$ cat config.mk
export PLATFORM = sky130hd
export DESIGN_NAME = fpu_instr_responder_flat
export DESIGN_NICKNAME = d
export VERILOG_FILES = /design/src/rtl/fpu_instr_responder_if.sv /design/src/rtl/fpu_instr_responder.sv /design/src/flat_wrapper.sv
export SDC_FILE = /design/constraint.sdc
export NUM_CORES = 1
export LEC_CHECK = 0
export CAP_MARGIN = 20
export CORE_ASPECT_RATIO = 0.6
export CORE_MARGIN = 2
export CORE_UTILIZATION = 43
export DETAILED_ROUTE_END_ITERATION = 10
export PLACE_DENSITY = 0.81
export SLEW_MARGIN = 25
export SYNTH_ARGS = -nofsm -noshare
export SYNTH_HDL_FRONTEND = slang
export SYNTH_SLANG_ARGS = --single-unit
$ cat constraint.sdc
create_clock -name clk -period 3.2 [get_ports clk]
set_clock_uncertainty 0.2 [all_clocks]
set_input_delay 0.64 -clock clk [delete_from_list [all_inputs] [get_ports clk]]
set_output_delay 0.64 -clock clk [all_outputs]
set_load 0.005 [all_outputs]
$ cat src/rtl/fpu_instr_responder_if.sv
// CPU<->FPU coprocessor bundle: instruction/operand/result handshake,
// control/status words, and the execution-core start/done channel.
interface fpu_instr_responder_if;
    logic        instr_valid;
    logic [7:0]  opcode;
    logic [7:0]  modrm;
    logic        instr_ack;
    logic        data_write;
    logic [79:0] data_in;
    logic [2:0]  data_size;
    logic        data_read;
    logic [79:0] data_out;
    logic        data_ready;
    logic        busy;
    logic        ready;
    logic        wait_req;
    logic [15:0] status_word;
    logic [15:0] control_word;
    logic        ctrl_write;
    logic        exception;
    logic        irq;
    logic        core_start;
    logic [7:0]  core_opcode;
    logic [7:0]  core_modrm;
    logic [79:0] core_operand;
    logic        core_done;
    logic [79:0] core_result;
    logic [15:0] core_status;

    // FPU side
    modport slave (
        input  instr_valid, opcode, modrm,
        input  data_write, data_in, data_size, data_read,
        input  wait_req, control_word, ctrl_write,
        input  core_done, core_result, core_status,
        output instr_ack, data_out, data_ready,
        output busy, ready, status_word, exception, irq,
        output core_start, core_opcode, core_modrm, core_operand
    );

    // CPU adapter and execution core side
    modport master (
        output instr_valid, opcode, modrm,
        output data_write, data_in, data_size, data_read,
        output wait_req, control_word, ctrl_write,
        output core_done, core_result, core_status,
        input  instr_ack, data_out, data_ready,
        input  busy, ready, status_word, exception, irq,
        input  core_start, core_opcode, core_modrm, core_operand
    );
endinterface

$ cat src/rtl/fpu_instr_responder.sv
// FPU-side coprocessor endpoint: accepts ESC instructions, owns CW/SW,
// sequences one instruction into the core, returns store results.
// Ports: clk, reset_n (async active-low), bus (fpu_instr_responder_if.slave).
module fpu_instr_responder #(
    parameter int unsigned OPERAND_TIMEOUT = 255
) (
    input  logic                        clk,
    input  logic                        reset_n,
    fpu_instr_responder_if.slave        bus
);
    localparam logic [15:0] TMO_LAST = 16'(OPERAND_TIMEOUT - 1);

    typedef enum logic [2:0] {
        S_IDLE, S_DECODE, S_OPERAND, S_EXECUTE, S_RESULT
    } state_t;

    typedef enum logic [2:0] {
        K_WAIT, K_FINIT, K_FCLEX, K_FSTCW,
        K_FSTSW, K_LOAD, K_FLDCW, K_CORE
    } kind_t;

    state_t      r_state;
    logic        r_ack;
    logic        r_data_ready;
    logic        r_busy;
    logic        r_start;
    logic [7:0]  r_opcode;
    logic [7:0]  r_modrm;
    logic [79:0] r_operand;
    logic [79:0] r_data_out;
    logic [15:0] r_cw;
    logic [6:0]  r_sw_top;
    logic        r_sw_sf;
    logic [5:0]  r_sw_exc;
    logic [2:0]  r_need_size;
    logic        r_fldcw;
    logic        r_store;
    logic [15:0] r_tmo;

    logic        w_mem;
    logic [2:0]  w_reg;
    kind_t       w_kind;
    logic [2:0]  w_size;
    logic        w_store;
    logic        w_es;
    logic [15:0] w_sw;
    logic        w_unused;

    assign w_mem = (r_modrm[7:6] != 2'b11);
    assign w_reg = r_modrm[5:3];

    always_comb begin
        w_kind  = K_CORE;
        w_size  = 3'd0;
        w_store = 1'b0;
        if (r_opcode == 8'h9B) begin
            w_kind = K_WAIT;
        end else if (r_opcode == 8'hDB && r_modrm == 8'hE3) begin
            w_kind = K_FINIT;
        end else if (r_opcode == 8'hDB && r_modrm == 8'hE2) begin
            w_kind = K_FCLEX;
        end else if (r_opcode == 8'hDF && r_modrm == 8'hE0) begin
            w_kind = K_FSTSW;
        end else if (w_mem) begin
            case (r_opcode)
                8'hD8: begin
                    w_kind = K_LOAD;
                    w_size = 3'd1;
                end
                8'hD9: begin
                    case (w_reg)
                        3'd0: begin
                            w_kind = K_LOAD;
                            w_size = 3'd1;
                        end
                        3'd5:       w_kind  = K_FLDCW;
                        3'd7:       w_kind  = K_FSTCW;
                        3'd2, 3'd3: w_store = 1'b1;
                        default: ;
                    endcase
                end
                8'hDB: begin
                    case (w_reg)
                        3'd5: begin
                            w_kind = K_LOAD;
                            w_size = 3'd3;
                        end
                        3'd7:    w_store = 1'b1;
                        default: ;
                    endcase
                end
                8'hDD: begin
                    case (w_reg)
                        3'd0: begin
                            w_kind = K_LOAD;
                            w_size = 3'd2;
                        end
                        3'd7:       w_kind  = K_FSTSW;
                        3'd2, 3'd3: w_store = 1'b1;
                        default: ;
                    endcase
                end
                default: ;
            endcase
        end
    end

    // ES summarises unmasked sticky exceptions; B mirrors busy.
    assign w_es = |(r_sw_exc & ~r_cw[5:0]);
    assign w_sw = {r_busy, r_sw_top, w_es, r_sw_sf, r_sw_exc};

    // wait_req is informational; SW[15]/SW[7] are derived locally.
    assign w_unused = ^{bus.wait_req, bus.core_status[15], bus.core_status[7]};

    always_ff @(posedge clk or negedge reset_n) begin
        if (!reset_n) begin
            r_state      <= S_IDLE;
            r_ack        <= 1'b0;
            r_data_ready <= 1'b0;
            r_busy       <= 1'b0;
            r_start      <= 1'b0;
            r_opcode     <= 8'h00;
            r_modrm      <= 8'h00;
            r_operand    <= '0;
            r_data_out   <= '0;
            r_cw         <= 16'h037F;
            r_sw_top     <= '0;
            r_sw_sf      <= 1'b0;
            r_sw_exc     <= '0;
            r_need_size  <= '0;
            r_fldcw      <= 1'b0;
            r_store      <= 1'b0;
            r_tmo        <= '0;
        end else begin
            r_ack        <= 1'b0;
            r_start      <= 1'b0;
            r_data_ready <= 1'b0;
            // FINIT / FLDCW below override a same-cycle CW write.
            if (bus.ctrl_write) begin
                r_cw <= bus.control_word;
            end
            case (r_state)
                S_IDLE: begin
                    if (bus.instr_valid) begin
                        r_opcode <= bus.opcode;
                        r_modrm  <= bus.modrm;
                        r_ack    <= 1'b1;
                        r_busy   <= 1'b1;
                        r_state  <= S_DECODE;
                    end
                end
                S_DECODE: begin
                    r_need_size <= w_size;
                    r_fldcw     <= (w_kind == K_FLDCW);
                    r_store     <= w_store;
                    r_tmo       <= '0;
                    case (w_kind)
                        K_WAIT: begin
                            r_busy  <= 1'b0;
                            r_state <= S_IDLE;
                        end
                        K_FINIT: begin
                            r_sw_top <= '0;
                            r_sw_sf  <= 1'b0;
                            r_sw_exc <= '0;
                            r_cw     <= 16'h037F;
                            r_busy   <= 1'b0;
                            r_state  <= S_IDLE;
                        end
                        K_FCLEX: begin
                            r_sw_sf  <= 1'b0;
                            r_sw_exc <= '0;
                            r_busy   <= 1'b0;
                            r_state  <= S_IDLE;
                        end
                        K_FSTCW: begin
                            r_data_out <= {64'h0, r_cw};
                            r_busy     <= 1'b0;
                            r_state    <= S_RESULT;
                        end
                        K_FSTSW: begin
                            r_data_out <= {64'h0, w_sw};
                            r_busy     <= 1'b0;
                            r_state    <= S_RESULT;
                        end
                        K_LOAD, K_FLDCW: begin
                            r_state <= S_OPERAND;
                        end
                        default: begin
                            r_start <= 1'b1;
                            r_state <= S_EXECUTE;
                        end
                    endcase
                end
                S_OPERAND: begin
                    if (bus.data_write) begin
                        if (bus.data_size == r_need_size) begin
                            r_operand <= bus.data_in;
                            if (r_fldcw) begin
                                r_cw    <= bus.data_in[15:0];
                                r_busy  <= 1'b0;
                                r_state <= S_IDLE;
                            end else begin
                                r_start <= 1'b1;
                                r_state <= S_EXECUTE;
                            end
                        end else begin
                            r_sw_exc[0] <= 1'b1;
                            r_busy      <= 1'b0;
                            r_state     <= S_IDLE;
                        end
                    end else if (r_tmo == TMO_LAST) begin
                        r_sw_exc[0] <= 1'b1;
                        r_busy      <= 1'b0;
                        r_state     <= S_IDLE;
                    end else begin
                        r_tmo <= r_tmo + 16'd1;
                    end
                end
                S_EXECUTE: begin
                    if (bus.core_done) begin
                        r_sw_top <= bus.core_status[14:8];
                        r_sw_sf  <= bus.core_status[6];
                        r_sw_exc <= r_sw_exc | bus.core_status[5:0];
                        r_busy   <= 1'b0;
                        if (r_store) begin
                            r_data_out <= bus.core_result;
                            r_state    <= S_RESULT;
                        end else begin
                            r_state <= S_IDLE;
                        end
                    end
                end
                S_RESULT: begin
                    if (bus.data_read) begin
                        r_data_ready <= 1'b1;
                        r_state      <= S_IDLE;
                    end
                end
                default: r_state <= S_IDLE;
            endcase
        end
    end

    assign bus.instr_ack    = r_ack;
    assign bus.data_out     = r_data_out;
    assign bus.data_ready   = r_data_ready;
    assign bus.busy         = r_busy;
    assign bus.ready        = ~r_busy;
    assign bus.status_word  = w_sw;
    assign bus.exception    = w_es;
    assign bus.irq          = w_es & ~r_cw[7];
    assign bus.core_start   = r_start;
    assign bus.core_opcode  = r_opcode;
    assign bus.core_modrm   = r_modrm;
    assign bus.core_operand = r_operand;
endmodule

$ cat src/flat_wrapper.sv
// flat-port wrapper written by rule: the top's interface ports become plain ports
module fpu_instr_responder_flat 
#(
    parameter int unsigned OPERAND_TIMEOUT = 255
)
  (clk, reset_n, bus_instr_valid, bus_opcode, bus_modrm, bus_data_write, bus_data_in, bus_data_size, bus_data_read, bus_wait_req, bus_control_word, bus_ctrl_write, bus_core_done, bus_core_result, bus_core_status, bus_instr_ack, bus_data_out, bus_data_ready, bus_busy, bus_ready, bus_status_word, bus_exception, bus_irq, bus_core_start, bus_core_opcode, bus_core_modrm, bus_core_operand);
  fpu_instr_responder_if bus_i ();
  input  logic clk;
  input  logic reset_n;
  input wire logic [$bits(bus_i.instr_valid)-1:0] bus_instr_valid;
  input wire logic [$bits(bus_i.opcode)-1:0] bus_opcode;
  input wire logic [$bits(bus_i.modrm)-1:0] bus_modrm;
  input wire logic [$bits(bus_i.data_write)-1:0] bus_data_write;
  input wire logic [$bits(bus_i.data_in)-1:0] bus_data_in;
  input wire logic [$bits(bus_i.data_size)-1:0] bus_data_size;
  input wire logic [$bits(bus_i.data_read)-1:0] bus_data_read;
  input wire logic [$bits(bus_i.wait_req)-1:0] bus_wait_req;
  input wire logic [$bits(bus_i.control_word)-1:0] bus_control_word;
  input wire logic [$bits(bus_i.ctrl_write)-1:0] bus_ctrl_write;
  input wire logic [$bits(bus_i.core_done)-1:0] bus_core_done;
  input wire logic [$bits(bus_i.core_result)-1:0] bus_core_result;
  input wire logic [$bits(bus_i.core_status)-1:0] bus_core_status;
  output wire logic [$bits(bus_i.instr_ack)-1:0] bus_instr_ack;
  output wire logic [$bits(bus_i.data_out)-1:0] bus_data_out;
  output wire logic [$bits(bus_i.data_ready)-1:0] bus_data_ready;
  output wire logic [$bits(bus_i.busy)-1:0] bus_busy;
  output wire logic [$bits(bus_i.ready)-1:0] bus_ready;
  output wire logic [$bits(bus_i.status_word)-1:0] bus_status_word;
  output wire logic [$bits(bus_i.exception)-1:0] bus_exception;
  output wire logic [$bits(bus_i.irq)-1:0] bus_irq;
  output wire logic [$bits(bus_i.core_start)-1:0] bus_core_start;
  output wire logic [$bits(bus_i.core_opcode)-1:0] bus_core_opcode;
  output wire logic [$bits(bus_i.core_modrm)-1:0] bus_core_modrm;
  output wire logic [$bits(bus_i.core_operand)-1:0] bus_core_operand;
  assign bus_i.instr_valid = bus_instr_valid;
  assign bus_i.opcode = bus_opcode;
  assign bus_i.modrm = bus_modrm;
  assign bus_i.data_write = bus_data_write;
  assign bus_i.data_in = bus_data_in;
  assign bus_i.data_size = bus_data_size;
  assign bus_i.data_read = bus_data_read;
  assign bus_i.wait_req = bus_wait_req;
  assign bus_i.control_word = bus_control_word;
  assign bus_i.ctrl_write = bus_ctrl_write;
  assign bus_i.core_done = bus_core_done;
  assign bus_i.core_result = bus_core_result;
  assign bus_i.core_status = bus_core_status;
  assign bus_instr_ack = bus_i.instr_ack;
  assign bus_data_out = bus_i.data_out;
  assign bus_data_ready = bus_i.data_ready;
  assign bus_busy = bus_i.busy;
  assign bus_ready = bus_i.ready;
  assign bus_status_word = bus_i.status_word;
  assign bus_exception = bus_i.exception;
  assign bus_irq = bus_i.irq;
  assign bus_core_start = bus_i.core_start;
  assign bus_core_opcode = bus_i.core_opcode;
  assign bus_core_modrm = bus_i.core_modrm;
  assign bus_core_operand = bus_i.core_operand;
  fpu_instr_responder #(.OPERAND_TIMEOUT(OPERAND_TIMEOUT)) u_core (.clk(clk), .reset_n(reset_n), .bus(bus_i));
endmodule
* Yosys cells after proc, flatten, opt, wreduce, memory -nomap -nowiden
Cells that the tools add are included.
** Word-level totals
- Word-level logic and storage cells :: 171
- Input port bits :: 219
- Output and inout port bits :: 199
- Bits in registers :: 234
** Operators by class
- Mux-type cells :: 79
- Equal/unequal tests :: 39
- Bitwise operators :: 6
- Reduce and logical (&&, ||, !) cells :: 28
- Add/sub/neg operators :: 1
** Operators with widths (count)
- $pmux 80 s2 :: 2
- $mux 80 :: 2
- $mux 16 :: 7
- $eq 8x8->1 const B :: 9
- $pmux 16 s2 :: 2
- $mux 3 :: 16
- $mux 1 :: 28
- $pmux 3 s4 :: 2
- $eq 3x2->1 const B :: 6
- $eq 3x3->1 const B :: 6
- $ne 2x2->1 const B :: 9
- $pmux 3 s3 :: 2
- $add 16x1->16 const B :: 1
- $eq 16x8->1 const B :: 1
- $pmux 3 s5 :: 1
- $mux 7 :: 2
- $pmux 7 s2 :: 1
- $mux 6 :: 2
- $reduce_and 3->1 :: 4
- $mux 2 :: 5
- $pmux 5 s2 :: 1
- $reduce_or 2->1 :: 5
- $logic_not 3->1 :: 3
- $reduce_and 4->1 :: 2
- 26 further kinds :: 34

* Longest topological paths before layout
- Depth in word-level cells :: 12
- Mapped depth :: 9
- Mapped depth without buffers :: 8

* Worst setup path after synthesis
No wires, ideal clock.
- Path type :: flip-flop to flip-flop
- Start :: register u_core.r_modrm[3] (netlist: u_core.bus.core_modrm[3])
- End :: register u_core.r_data_out[11] (netlist: u_core.bus.data_out[11])
- Data arrival time :: 2.592 ns
- Buffers on the path :: 1
- Setup time :: 0.126 ns
- Clock period less this slack :: 2.918 ns
- Stages on the path, launching flop included :: 8
- Path slack :: 0.282 ns
- Cells stage by stage :: dfrtp_1 or4b_4 or3_1 o32a_4 a2111oi_4 o31ai_2 buf_2 a221o_1
** Between the ends
- Longest elaborated chain between the ends :: 11
- Elaborated cells on any way between the ends :: 24
- Classes of those cells :: eq/ne (8); mux (11); reduce/logical (5)
** Ends and longest elaborated chain
- start, declared :: RTL line fpu_instr_responder.sv:28 : logic [7:0] r_modrm;
- start signal, assigned :: RTL line fpu_instr_responder.sv:146 : r_modrm <= bus.modrm;
- $eq 3x3->1, or another cell as far along :: RTL line fpu_instr_responder.sv:71, fpu_instr_responder.sv:93
- $pmux 3 s3, or another cell as far along :: RTL line fpu_instr_responder.sv:71 : case (w_reg)
- $pmux 3 s4 :: RTL line fpu_instr_responder.sv:65 : case (r_opcode)
- $mux 3 :: RTL line fpu_instr_responder.sv:64 : end else if (w_mem) begin
- $mux 3 :: RTL line fpu_instr_responder.sv:62 : end else if (r_opcode == 8'hDF && r_modrm == 8'hE0) begin
- $mux 3 :: RTL line fpu_instr_responder.sv:60 : end else if (r_opcode == 8'hDB && r_modrm == 8'hE2) begin
- $mux 3 * :: RTL line fpu_instr_responder.sv:58 : end else if (r_opcode == 8'hDB && r_modrm == 8'hE3) begin
- $mux 3 * :: RTL line fpu_instr_responder.sv:56 : if (r_opcode == 8'h9B) begin
- $eq 3x3->1 or $eq 3x2->1 (tied branches) :: RTL line fpu_instr_responder.sv:157 : case (w_kind)
- $pmux 80 s2 or $ne 3x3->1 (tied branches)
- $pmux 80 s2 or $reduce_and 4->1 (tied branches)
- end signal, assigned :: RTL line fpu_instr_responder.sv:177 : r_data_out <= {64'h0, r_cw};
- end signal, assigned :: RTL line fpu_instr_responder.sv:182 : r_data_out <= {64'h0, w_sw};
- end signal, assigned :: RTL line fpu_instr_responder.sv:227 : r_data_out <= bus.core_result;
- end, declared :: RTL line fpu_instr_responder.sv:30 : logic [79:0] r_data_out;
Mark *: on every way between the ends. The rest lies on a longest branch, timed or not. The select of a mux whose other input is x is not followed.
A chain may end at the register's enable or synchronous reset.

* Worst setup path in the final report
- Start :: register u_core.r_modrm[4] (netlist: u_core.bus.core_modrm[4])
- End :: register u_core.r_data_out[8] (netlist: u_core.bus.data_out[8])
The elaborated chain is that of the path after synthesis.

==> flow_summary.toml <==
[clock_tree]
cts_tree = "built"
max-clock-path-buffers = 3
clkTransAtPathRegs_ps = 70
cts_root_buf = "clkbuf_16"
cts.sinks = 233
cts_max_level = 1
cts_buffers = 23
insertion_delay_ps = 510
cts_setup_buffers = 0

[finish]
final_common_cell = "clkdlybuf4s50_1"
final_core_util_pct = 68.7
stdcell_count = 1508
fin_nets = 1405
area_growth_pct = 55.5
drive_above_1_share_pct = 16.3
final_cell_mix = "413 x clkdlybuf4s50_1, 224 x dfrtp_1, 105 x mux2_2"

[floorplanning]
row_count = 42
die_area_sq_um = 24200
die_w_microns = 199
initial_core_util_pct = 44.2
die_h_microns = 121
coreArea_sq_um = 22300
io_pins = 418

[yosys]
synth_edf_count = 0
async_flop_share_pct = 100
ys_seq_area_share_pct = 59.3
synthTopCellsByArea = "dfrtp_1 57%, mux2_2 12%, a22o_1 7.1%, dfstp_2 2.4%, nand2_1 2.1%"
yosysUniqueCellTypes = 59
synth.avg_cell_area_sq_um = 12.8
synthCells = 772
syn-num-nets = 993
ys_seq_elements = 233
yosysTopAreaCell = "dfrtp_1"
netlist_area_sq_um = 9850
synth_top_area_share_pct = 56.9
yosysWarnings = 0
ys.flop_type = "dfrtp_1"

[route]
routedWlPerCell_microns = 21.9
dr.pass1.iters = 5
drc_errors = 0
vias = 8142
drtAntennaViolNets = 0
drt_iter0_drc = 461
viasPerCell = 5.40
wl_microns = 33000

[pwr]
switching_share_pct = 28.9
pwr-share-seq_pct = 40.2
p_comb_share_pct = 32.3
switchingPower_mw = 3.00
pwr-share-clk_pct = 27.5
peakVddDrop_mv = 0.584
leakage_nw = 6.63
power.internal_mw = 7.39
power.density_nw_per_um2 = 679

[flow_run]
cap_violations = 0

[timing]
fin_tns_setup_ps = 0
max_freq_mhz = 322
finalMaxSlewViolations = 0
fin_hold_ws_ps = 296
tightest_slew_ps = 990
hold_viol = 0
rsz0062_at_grt = "no"
worst_slack_ps = 98.9
fin_crit_ps = 3100
layout_worst_path_cycle_share_pct = 96.9
relSlewSlack_pct = 34.0
finalSetupViolCount = 0

[placement]
dp.cells = 1466
port_buffers = 414
gp_congestion = 0.875
dpl.hpwl_microns = 23900
dp_slack_ps = 138

[critical_path]
cp.required_ps = 3390
crit_path_start_kind = "flop"
critPathArrivalTime_ps = 3290
cp_max_fo = 42
path_cells = "or4b_4 > or3_1 > o32a_4 > a2111oi_4 > o31ai_4 > buf_12 > a221o_1"
cpMaxStageDelayCell = "or4b_4"
path_class = "reg2reg"
end_kind = "flop"
cpPeakStageDelay_ps = 560

[grt]
first_global_vias = 8638
grt_max_degree = 66
antenna_found_initial = 4
globalRouteOverflowTotal = 0
grt_pass1_wl_microns = 50000
grt.total_usage_pct = 27.2

[run_status]
run_status = "finished clean"

[min_path]
hp-class = "reg2reg"
## state kept, by name (all words and copies together) (netlist names)
name	count
u_core.bus.core_operand	80
u_core.bus.data_out	80
u_core.r_cw	16
u_core.r_tmo	16
u_core.bus.core_modrm	8
u_core.bus.core_opcode	8
u_core.r_sw_top	7
u_core.r_sw_exc	6
u_core.r_state	3
u_core.r_need_size	2
u_core.bus.busy	1
u_core.bus.core_start	1
u_core.bus.data_ready	1
u_core.bus.instr_ack	1
u_core.r_fldcw	1
u_core.r_store	1
u_core.r_sw_sf	1
## synthesized netlist by cell type (all sizes together), types with 9 or more instances
cell type	count
a21oi	11
a221o	16
a22o	80
and3	21
buf	10
clkbuf	46
dfrtp	224
dfstp	9
inv	12
mux2	105
mux2i	16
nand2	55
nand3	11
nor2	32
nor3	10
nor4	11
o21ai	18
o31ai	9
xnor2	14
## power by group through the flow
stage	registers (mW)	clock network, mW	logic, mW
CTS	4.16	2.92	3.37
global placement	4.16	0	3.26
detailed placement	4.20	0	3.33
finish	4.17	2.86	3.36
global route	4.26	3.06	3.61
floorplan	4.14	0	1.21
## worst max-delay path, delay by kind of cell (launching register included)
kind            cells  cell delay [ps]
flops               1              380
simple gates        2              890
buf+inv             1              220
compound gates      4             1290
## metal layers
layer | GRT usage, % | up-vias | wire, microns
li1 | - | 3668 | -
met1 | 33.1 | 4070 | 13000
met2 | 44.9 | 346 | 15600
met3 | 11.2 | 52 | 3590
met4 | 6.81 | 6 | 758
met5 | 0 | - | 41
## worst paths after layout
path	from	endpoint	slack, ps	depth (start not counted)
min	u_core.bus.data_out[20]$_DFFE_PN0P_	u_core.bus.data_out[20]$_DFFE_PN0P_	300	1
max in group asynchronous	reset_n	u_core.r_cw[3]$_DFF_PN1_	1480	3
min reg2reg	u_core.bus.data_out[20]$_DFFE_PN0P_	u_core.bus.data_out[20]$_DFFE_PN0P_	300	1
max	u_core.bus.core_modrm[4]$_DFFE_PN0P_	u_core.bus.data_out[8]$_DFFE_PN0P_	100	7
min in group asynchronous	reset_n	u_core.bus.core_opcode[3]$_DFFE_PN0P_	450	2
max reg2reg	u_core.bus.core_modrm[4]$_DFFE_PN0P_	u_core.bus.data_out[8]$_DFFE_PN0P_	100	7
## final cells by class
class	count	area, sq um
Multi-Input combinational cell	471	3780
Clock inverter	7	116
Tap cell	308	385
Antenna cell	1	2.50
Clock buffer	33	673
Inverter	12	45.0
Sequential cell	233	5840
Timing Repair Buffer	443	4470
Fill cell	1653	6970
## cells by family after synthesis
| logic type | share of synthesized area [%] |
|---|---|
| xor gates and xnor gates | 1.42 |
| muxes | 13.6 |
| and+or+nand+nor | 9.61 |
| adders and majority gates | 0.356 |
| DFF | 59.3 |
| AOI/OAI and AO/OA | 12.8 |
| buffers and inverters | 2.85 |
## stage by stage
stage	total power, mW	cell area, sq um
6_report	10.4	15300
4_1_cts	10.5	15300
3_3_place_gp	7.42	14500
2_1_floorplan	5.35	9850
3_5_place_dp	7.53	14500
5_1_grt	10.9	15300
## what timing repair did
action,CTS,global route
hold buffers,1,0
gates resized for setup,0,3
endpoints found under the hold margin,58,0
endpoints found under the setup margin,0,57
Power figures use the tool's default switching activity.
